`src/rtl/s3_chien_forney.sv`:
```
`default_nettype none
// -----------------------------------------------------------------------------
// s3_chien_forney : serial Chien search + Forney magnitude, RS t=2 over GF(2^8)
// Optional macro CHIEN_ERRCNT_EN adds cs_nerr/cs_fail on cs_last.  Rev 1.0
// -----------------------------------------------------------------------------

module gf2m8_multi (
   input  logic [7:0] a_i,
   input  logic [7:0] b_i,
   output logic [7:0] p_o
);
   logic [7:0] w_acc;
   logic [7:0] w_sh;

   always_comb begin
      w_acc = 8'h00;
      w_sh  = a_i;
      for (int i = 0; i < 8; i++) begin
         if (b_i[i]) w_acc = w_acc ^ w_sh;
         w_sh = {w_sh[6:0], 1'b0} ^ (w_sh[7] ? 8'h1D : 8'h00);
      end
   end

   assign p_o = w_acc;
endmodule

module gf2m8_inverse (
   input  logic [7:0] a_i,
   output logic [7:0] inv_o
);
   // a^254 = prod of a^(2^k), k=1..7; yields 00 for a==00
   logic [7:0] w_sq  [0:7];
   logic [7:0] w_acc [0:7];

   assign w_sq[0]  = a_i;
   assign w_acc[0] = 8'h01;

   for (genvar i = 1; i < 8; i++) begin : g_pow
      gf2m8_multi u_sq  (.a_i(w_sq[i-1]),  .b_i(w_sq[i-1]), .p_o(w_sq[i]));
      gf2m8_multi u_acc (.a_i(w_acc[i-1]), .b_i(w_sq[i]),   .p_o(w_acc[i]));
   end

   assign inv_o = w_acc[7];
endmodule

module s3_chien_forney #(
   parameter int N = 255
) (
   input  logic       clk,
   input  logic       rst,
   input  logic       kes_done,
   input  logic [7:0] rs_lambda0,
   input  logic [7:0] rs_lambda1,
   input  logic [7:0] rs_lambda2,
   input  logic [7:0] rs_omega0,
   input  logic [7:0] rs_omega1,
   output logic       cs_busy,
   output logic       cs_valid,
   output logic [7:0] cs_pos,
   output logic [7:0] cs_err,
`ifdef CHIEN_ERRCNT_EN
   output logic [1:0] cs_nerr,
   output logic [0:0] cs_fail,
`endif
   output logic       cs_last
);
   function automatic logic [7:0] f_mul_a(input logic [7:0] x);
      return {x[6:0], 1'b0} ^ (x[7] ? 8'h1D : 8'h00);
   endfunction

   function automatic logic [7:0] f_div_a(input logic [7:0] x);
      return x[0] ? (((x ^ 8'h1D) >> 1) | 8'h80) : (x >> 1);
   endfunction

   function automatic logic [7:0] f_alpha_pow(input int e);
      logic [7:0] r;
      r = 8'h01;
      for (int i = 0; i < e; i++) r = f_mul_a(r);
      return r;
   endfunction

   localparam logic [7:0] c_X0   = f_alpha_pow(N - 1);
   localparam logic [7:0] c_K1   = f_alpha_pow((255 - (N - 1)) % 255);
   localparam logic [7:0] c_K2   = f_alpha_pow((510 - 2 * (N - 1)) % 255);
   localparam logic [7:0] c_PMAX = 8'(N - 1);

   typedef enum logic [1:0] {IDLE, SETUP, SCAN} state_t;

   state_t     state_q, state_d;
   logic       busy_q, busy_d;
   logic [7:0] l0_q, l0_d, l1_q, l1_d, l2_q, l2_d, w0_q, w0_d, w1_q, w1_d;
   logic [7:0] inv_q, inv_d, c1_q, c1_d, c2_q, c2_d, d1_q, d1_d, x_q, x_d;
   logic [7:0] cnt_q, cnt_d;
   logic       valid_q, valid_d, last_q, last_d;
   logic [7:0] pos_q, pos_d, err_q, err_d;

   logic [7:0] w_c1, w_c2, w_d1, w_inv, w_om, w_xo, w_mag;
   logic       w_root;

   gf2m8_multi   u_m_c1  (.a_i(l1_q), .b_i(c_K1),  .p_o(w_c1));
   gf2m8_multi   u_m_c2  (.a_i(l2_q), .b_i(c_K2),  .p_o(w_c2));
   gf2m8_multi   u_m_d1  (.a_i(w1_q), .b_i(c_K1),  .p_o(w_d1));
   gf2m8_inverse u_inv   (.a_i(l1_q), .inv_o(w_inv));
   gf2m8_multi   u_m_xo  (.a_i(x_q),  .b_i(w_om),  .p_o(w_xo));
   gf2m8_multi   u_m_err (.a_i(w_xo), .b_i(inv_q), .p_o(w_mag));

   // Lambda(alpha^-p) and Omega(alpha^-p) from the running terms
   assign w_root = ((l0_q ^ c1_q ^ c2_q) == 8'h00);
   assign w_om   = w0_q ^ d1_q;

`ifdef CHIEN_ERRCNT_EN
   logic [1:0] nroot_q, nroot_d, nerr_q, nerr_d, w_nsum, w_deg;
   logic       l1z_q, l1z_d, fail_q, fail_d;

   assign w_nsum = (w_root && nroot_q != 2'd3) ? nroot_q + 2'd1 : nroot_q;
   assign w_deg  = (l2_q != 8'h00) ? 2'd2 : (l1_q != 8'h00) ? 2'd1 : 2'd0;
`endif

   always_comb begin
      state_d = state_q;
      busy_d  = busy_q;
      l0_d    = l0_q;
      l1_d    = l1_q;
      l2_d    = l2_q;
      w0_d    = w0_q;
      w1_d    = w1_q;
      inv_d   = inv_q;
      c1_d    = c1_q;
      c2_d    = c2_q;
      d1_d    = d1_q;
      x_d     = x_q;
      cnt_d   = cnt_q;
      valid_d = 1'b0;
      pos_d   = 8'h00;
      err_d   = 8'h00;
      last_d  = 1'b0;
`ifdef CHIEN_ERRCNT_EN
      nroot_d = nroot_q;
      l1z_d   = l1z_q;
      nerr_d  = 2'd0;
      fail_d  = 1'b0;
`endif
      // busy spans the cs_last cycle, so a kes_done in that cycle is dropped
      if (last_q) busy_d = 1'b0;
      case (state_q)
         IDLE: begin
            if (kes_done && !busy_q) begin
               state_d = SETUP;
               busy_d  = 1'b1;
               l0_d    = rs_lambda0;
               l1_d    = rs_lambda1;
               l2_d    = rs_lambda2;
               w0_d    = rs_omega0;
               w1_d    = rs_omega1;
`ifdef CHIEN_ERRCNT_EN
               nroot_d = 2'd0;
               l1z_d   = 1'b0;
`endif
            end
         end
         SETUP: begin
            inv_d   = w_inv;
            c1_d    = w_c1;
            c2_d    = w_c2;
            d1_d    = w_d1;
            x_d     = c_X0;
            cnt_d   = c_PMAX;
            state_d = SCAN;
         end
         SCAN: begin
            valid_d = 1'b1;
            pos_d   = cnt_q;
            err_d   = w_root ? w_mag : 8'h00;
            last_d  = (cnt_q == 8'h00);
            c1_d    = f_mul_a(c1_q);
            c2_d    = f_mul_a(f_mul_a(c2_q));
            d1_d    = f_mul_a(d1_q);
            x_d     = f_div_a(x_q);
            cnt_d   = cnt_q - 8'h01;
`ifdef CHIEN_ERRCNT_EN
            nroot_d = w_nsum;
            l1z_d   = l1z_q | (w_root && l1_q == 8'h00);
            if (cnt_q == 8'h00) begin
               nerr_d = w_nsum;
               fail_d = (w_nsum != w_deg) || l1z_d;
            end
`endif
            if (cnt_q == 8'h00) state_d = IDLE;
         end
         default: state_d = IDLE;
      endcase
   end

   always_ff @(posedge clk or posedge rst) begin
      if (rst) begin
         state_q <= IDLE;
         busy_q  <= 1'b0;
         l0_q    <= 8'h00;
         l1_q    <= 8'h00;
         l2_q    <= 8'h00;
         w0_q    <= 8'h00;
         w1_q    <= 8'h00;
         inv_q   <= 8'h00;
         c1_q    <= 8'h00;
         c2_q    <= 8'h00;
         d1_q    <= 8'h00;
         x_q     <= 8'h00;
         cnt_q   <= 8'h00;
         valid_q <= 1'b0;
         pos_q   <= 8'h00;
         err_q   <= 8'h00;
         last_q  <= 1'b0;
`ifdef CHIEN_ERRCNT_EN
         nroot_q <= 2'd0;
         l1z_q   <= 1'b0;
         nerr_q  <= 2'd0;
         fail_q  <= 1'b0;
`endif
      end else begin
         state_q <= state_d;
         busy_q  <= busy_d;
         l0_q    <= l0_d;
         l1_q    <= l1_d;
         l2_q    <= l2_d;
         w0_q    <= w0_d;
         w1_q    <= w1_d;
         inv_q   <= inv_d;
         c1_q    <= c1_d;
         c2_q    <= c2_d;
         d1_q    <= d1_d;
         x_q     <= x_d;
         cnt_q   <= cnt_d;
         valid_q <= valid_d;
         pos_q   <= pos_d;
         err_q   <= err_d;
         last_q  <= last_d;
`ifdef CHIEN_ERRCNT_EN
         nroot_q <= nroot_d;
         l1z_q   <= l1z_d;
         nerr_q  <= nerr_d;
         fail_q  <= fail_d;
`endif
      end
   end

   assign cs_busy  = busy_q;
   assign cs_valid = valid_q;
   assign cs_pos   = pos_q;
   assign cs_err   = err_q;
   assign cs_last  = last_q;
`ifdef CHIEN_ERRCNT_EN
   assign cs_nerr  = nerr_q;
   assign cs_fail  = fail_q;
`endif
endmodule
`default_nettype wire
```
`config.mk`:
```
export PLATFORM = sky130hd
export DESIGN_NAME = s3_chien_forney
export DESIGN_NICKNAME = d
export VERILOG_FILES = /design/src/rtl/s3_chien_forney.sv
export SDC_FILE = /design/constraint.sdc
export NUM_CORES = 1
export LEC_CHECK = 0
export BUFFER_PORTS_ARGS = -buffer_cell sky130_fd_sc_hd__buf_2
export CAP_MARGIN = 25
export CELL_PAD_IN_SITES_DETAIL_PLACEMENT = 2
export CELL_PAD_IN_SITES_GLOBAL_PLACEMENT = 2
export CORE_MARGIN = 2
export CORE_UTILIZATION = 40
export DETAILED_ROUTE_END_ITERATION = 10
export HOLD_SLACK_MARGIN = 0.03
export MAX_ROUTING_LAYER = met4
export PLACE_DENSITY_LB_ADDON = 0.1
export SLEW_MARGIN = 20
export SYNTH_ARGS = -nofsm -noshare
export SYNTH_HDL_FRONTEND = slang
export SYNTH_SLANG_ARGS = --single-unit
```
`constraint.sdc`:
```
create_clock -name clk -period 18.05 [get_ports clk]
set_input_delay 2.7075 -clock clk [delete_from_list [all_inputs] [get_ports clk]]
set_output_delay 2.7075 -clock clk [all_outputs]
set_load 0.01 [all_outputs]
```
==> results.json <==
{
  "final_cell_mix": "500 x xnor2_1, 326 x nor2_1, 243 x nand2_1, 149 x xor2_1, 109 x dfrtp_1",
  "synth_cell_types": 100,
  "die_w_um": 232.4,
  "num_io_pins": 62,
  "synth_nets": 2615,
  "tightest_slew_ps": 1025,
  "r2r_setup_slack_ps": 1050,
  "vias": 18500,
  "wl_per_cell_um": 22.40,
  "finClkSkew_ps": 9.642,
  "grt.total_usage_pct": 27.38,
  "first_pass_iters": 6,
  "synth_top_area_share_pct": 21.16,
  "period_share_pct": 94.18,
  "final_common_cell": "xnor2_1",
  "cts_inserted_buffers": 9,
  "crit_type": "reg -> reg",
  "clk_pin_slew_ps": 80,
  "antenna_found_initial": 8,
  "row_count": 83,
  "area.growth.synth_to_final_pct": 5.986,
  "synth.cell_area_um2": 20860,
  "hold_buffers": 0,
  "tritoncts": "yes",
  "first_iter_violations": 841,
  "synth_ff_type": "dfrtp_1",
  "ant_nets": 0,
  "rsz0062_at_grt": "no",
  "nNetsFinal": 2573,
  "critPathMaxStageDelay_ps": 920,
  "async_reset_ff_share_pct": 100.0,
  "core_area_um2": 51410,
  "tns_ps": 0,
  "hold_violations": 0,
  "dp_hpwl_um": 54630,
  "slowest_stage": "xnor3_1",
  "grt-ovfl-total": 0,
  "slew_violations": 0,
  "drc_errors": 0,
  "synth_edf_count": 0,
  "critPathCaptureType": "flop",
  "yosys-top-cells-area": "xnor2_1 21%, dfrtp_1 13%, xnor3_1 9.2%, xor2_1 6.3%, nor2_1 5.9%",
  "fin_util_pct": 43.01,
  "syn_inst": 2555,
  "ir_drop_uv": 42.77,
  "setup_ws_ps": 1050,
  "fmax_ghz": 0.05882,
  "routed_via_density": 5.772,
  "final-setup-viol-count": 0,
  "whs_ps": 516.0,
  "drive_gt1_share_pct": 11.83,
  "drv_cap": 0,
  "instances_no_fill": 3205,
  "h-tree-depth": 3,
  "yosysTopAreaCell": "xnor2_1",
  "place_ws_ps": 193.0,
  "start_util_pct": 40.58,
  "worstSkewPairLatency_ps": 360,
  "yosysWarnings": 0,
  "required_ps": 18300,
  "p_per_area_nw_per_um2": 21.25,
  "crit_fanout": 24,
  "clk_root_buffer_cell": "clkbuf_16",
  "slew_headroom_pct": 31.18,
  "gp_congestion": 0.8848,
  "seq_area_frac_synth_pct": 13.08,
  "synth-seq-cells": 109,
  "place_inst": 3178,
  "status": "complete, no violations",
  "cp_common_cell": "xnor2_1",
  "grt_pass1_wl_um": 114600,
  "die_area_um2": 53990,
  "worst_ep_arrival_time_ps": 17250,
  "grt_max_degree": 59,
  "portBuffers": 61,
  "cp-start-kind": "flop",
  "die_h_um": 232.4,
  "avgSynthCellArea_um2": 8.164,
  "min_period_ps": 17000,
  "numClockSinks": 109,
  "clockBufferDepth": 2,
  "grt_pass1_vias": 20080,
  "hp-class": "reg -> reg",
  "wl_um": 71780,
  "p_leak_nw": 8.478
}
## state kept, by name (all words and copies together) (netlist names)
signal    flops
cs_pos        8
w0_q          8
cs_err        8
l0_q          8
cnt_q         8
l1_q          8
l2_q          8
inv_q         8
cs_busy       1
cs_last       1
x_q           8
w1_q          8
state_q       2
c1_q          8
c2_q          8
d1_q          8
cs_valid      1
## kinds of logic after synthesis
group           synth area share [%]
flops                          13.08
compound gates                 14.29
mux                            6.706
simple gates                   18.57
buf+inv                        4.397
fa+ha+maj                      1.020
xor+xnor                       41.94
## critical path: cells and delay by family (launching register included)
| family | cells | cell delay [ps] |
|---|---|---|
| multiplexers | 2 | 350 |
| XOR/XNOR | 22 | 8170 |
| adder cells (fa/ha/maj) | 3 | 1700 |
| flip-flops | 1 | 490 |
| AND/OR/NAND/NOR | 11 | 2360 |
| buffers and inverters | 4 | 1130 |
| AO/OA/AOI/OAI | 8 | 2640 |
## synthesized netlist by cell type (all sizes together), types with 15 or more instances
library cell	instances
nand2	244
inv	37
nor2b	17
o211ai	20
dfrtp	109
buf	68
nor3	61
nand2b	26
a31oi	16
and2	24
xnor2	531
a21oi	106
mux2	68
nor2	330
a211oi	27
nor4	15
clkbuf	99
xnor3	94
and3	18
o22ai	22
nand3	50
ha	17
o21ai	115
mux2i	62
xor2	156
a22oi	24
## repair_timing
item,in CTS,in global routing
setup buffers,0,0
gates resized for setup,0,6
endpoints found under the setup margin,0,8
hold endpoints to repair,0,0
## area by class of cell
cell class	instances	area [um^2]
Clock inverter	7	87.58
Timing Repair Buffer	114	721.9
Inverter	42	160.2
Multi-Input combinational cell	2237	17320
Clock buffer	9	225.2
Tap cell	680	850.8
Sequential cell	109	2728
Antenna cell	7	17.52
Fill cell	5902	29300
## per-stage QoR
| step | cell area, um^2 | total power [mW] |
|---|---|---|
| final | 22110 | 0.4699 |
| after global routing | 22100 | 0.4855 |
| after CTS | 22020 | 0.4774 |
| after detailed placement | 21700 | 0.2594 |
| after global placement | 21680 | 0.2591 |
| after floorplan | 20860 | 0.2525 |
## per-layer routing
| metal | vias up | part of all wire [%] | global-route usage (%) | wire length (um) |
|---|---|---|---|---|
| met5 | - | 0 | - | 0 |
| met4 | 0 | 2.1 | 6.470 | 1509 |
| met3 | 96 | 2.9 | 2.714 | 2071 |
| met2 | 266 | 50 | 47.14 | 35830 |
| met1 | 9469 | 45 | 34.45 | 32370 |
| li1 | 8667 | - | - | - |
## final timing paths
check	from	to	cells past startpoint
setup reg to reg	l1_q[6]	inv_q[5]	50
max in group asynchronous	rst	c2_q[0]	3
setup / recovery	l1_q[6]	inv_q[5]	50
hold / removal	w1_q[4]	w1_q[4]	1
hold reg to reg	w1_q[4]	w1_q[4]	1
min in group asynchronous	rst	l0_q[6]	2
## where the power goes
group	switching, mW	total, mW	leakage, nW	internal (mW)
logic	0.00675	0.0102	6.80	0.00343
registers	0	0.244	1.52	0.244
clock network	0.104	0.216	0.155	0.112
total	0.111	0.470	8.48	0.359
Note: power is estimated with default switching activity, not from simulation.
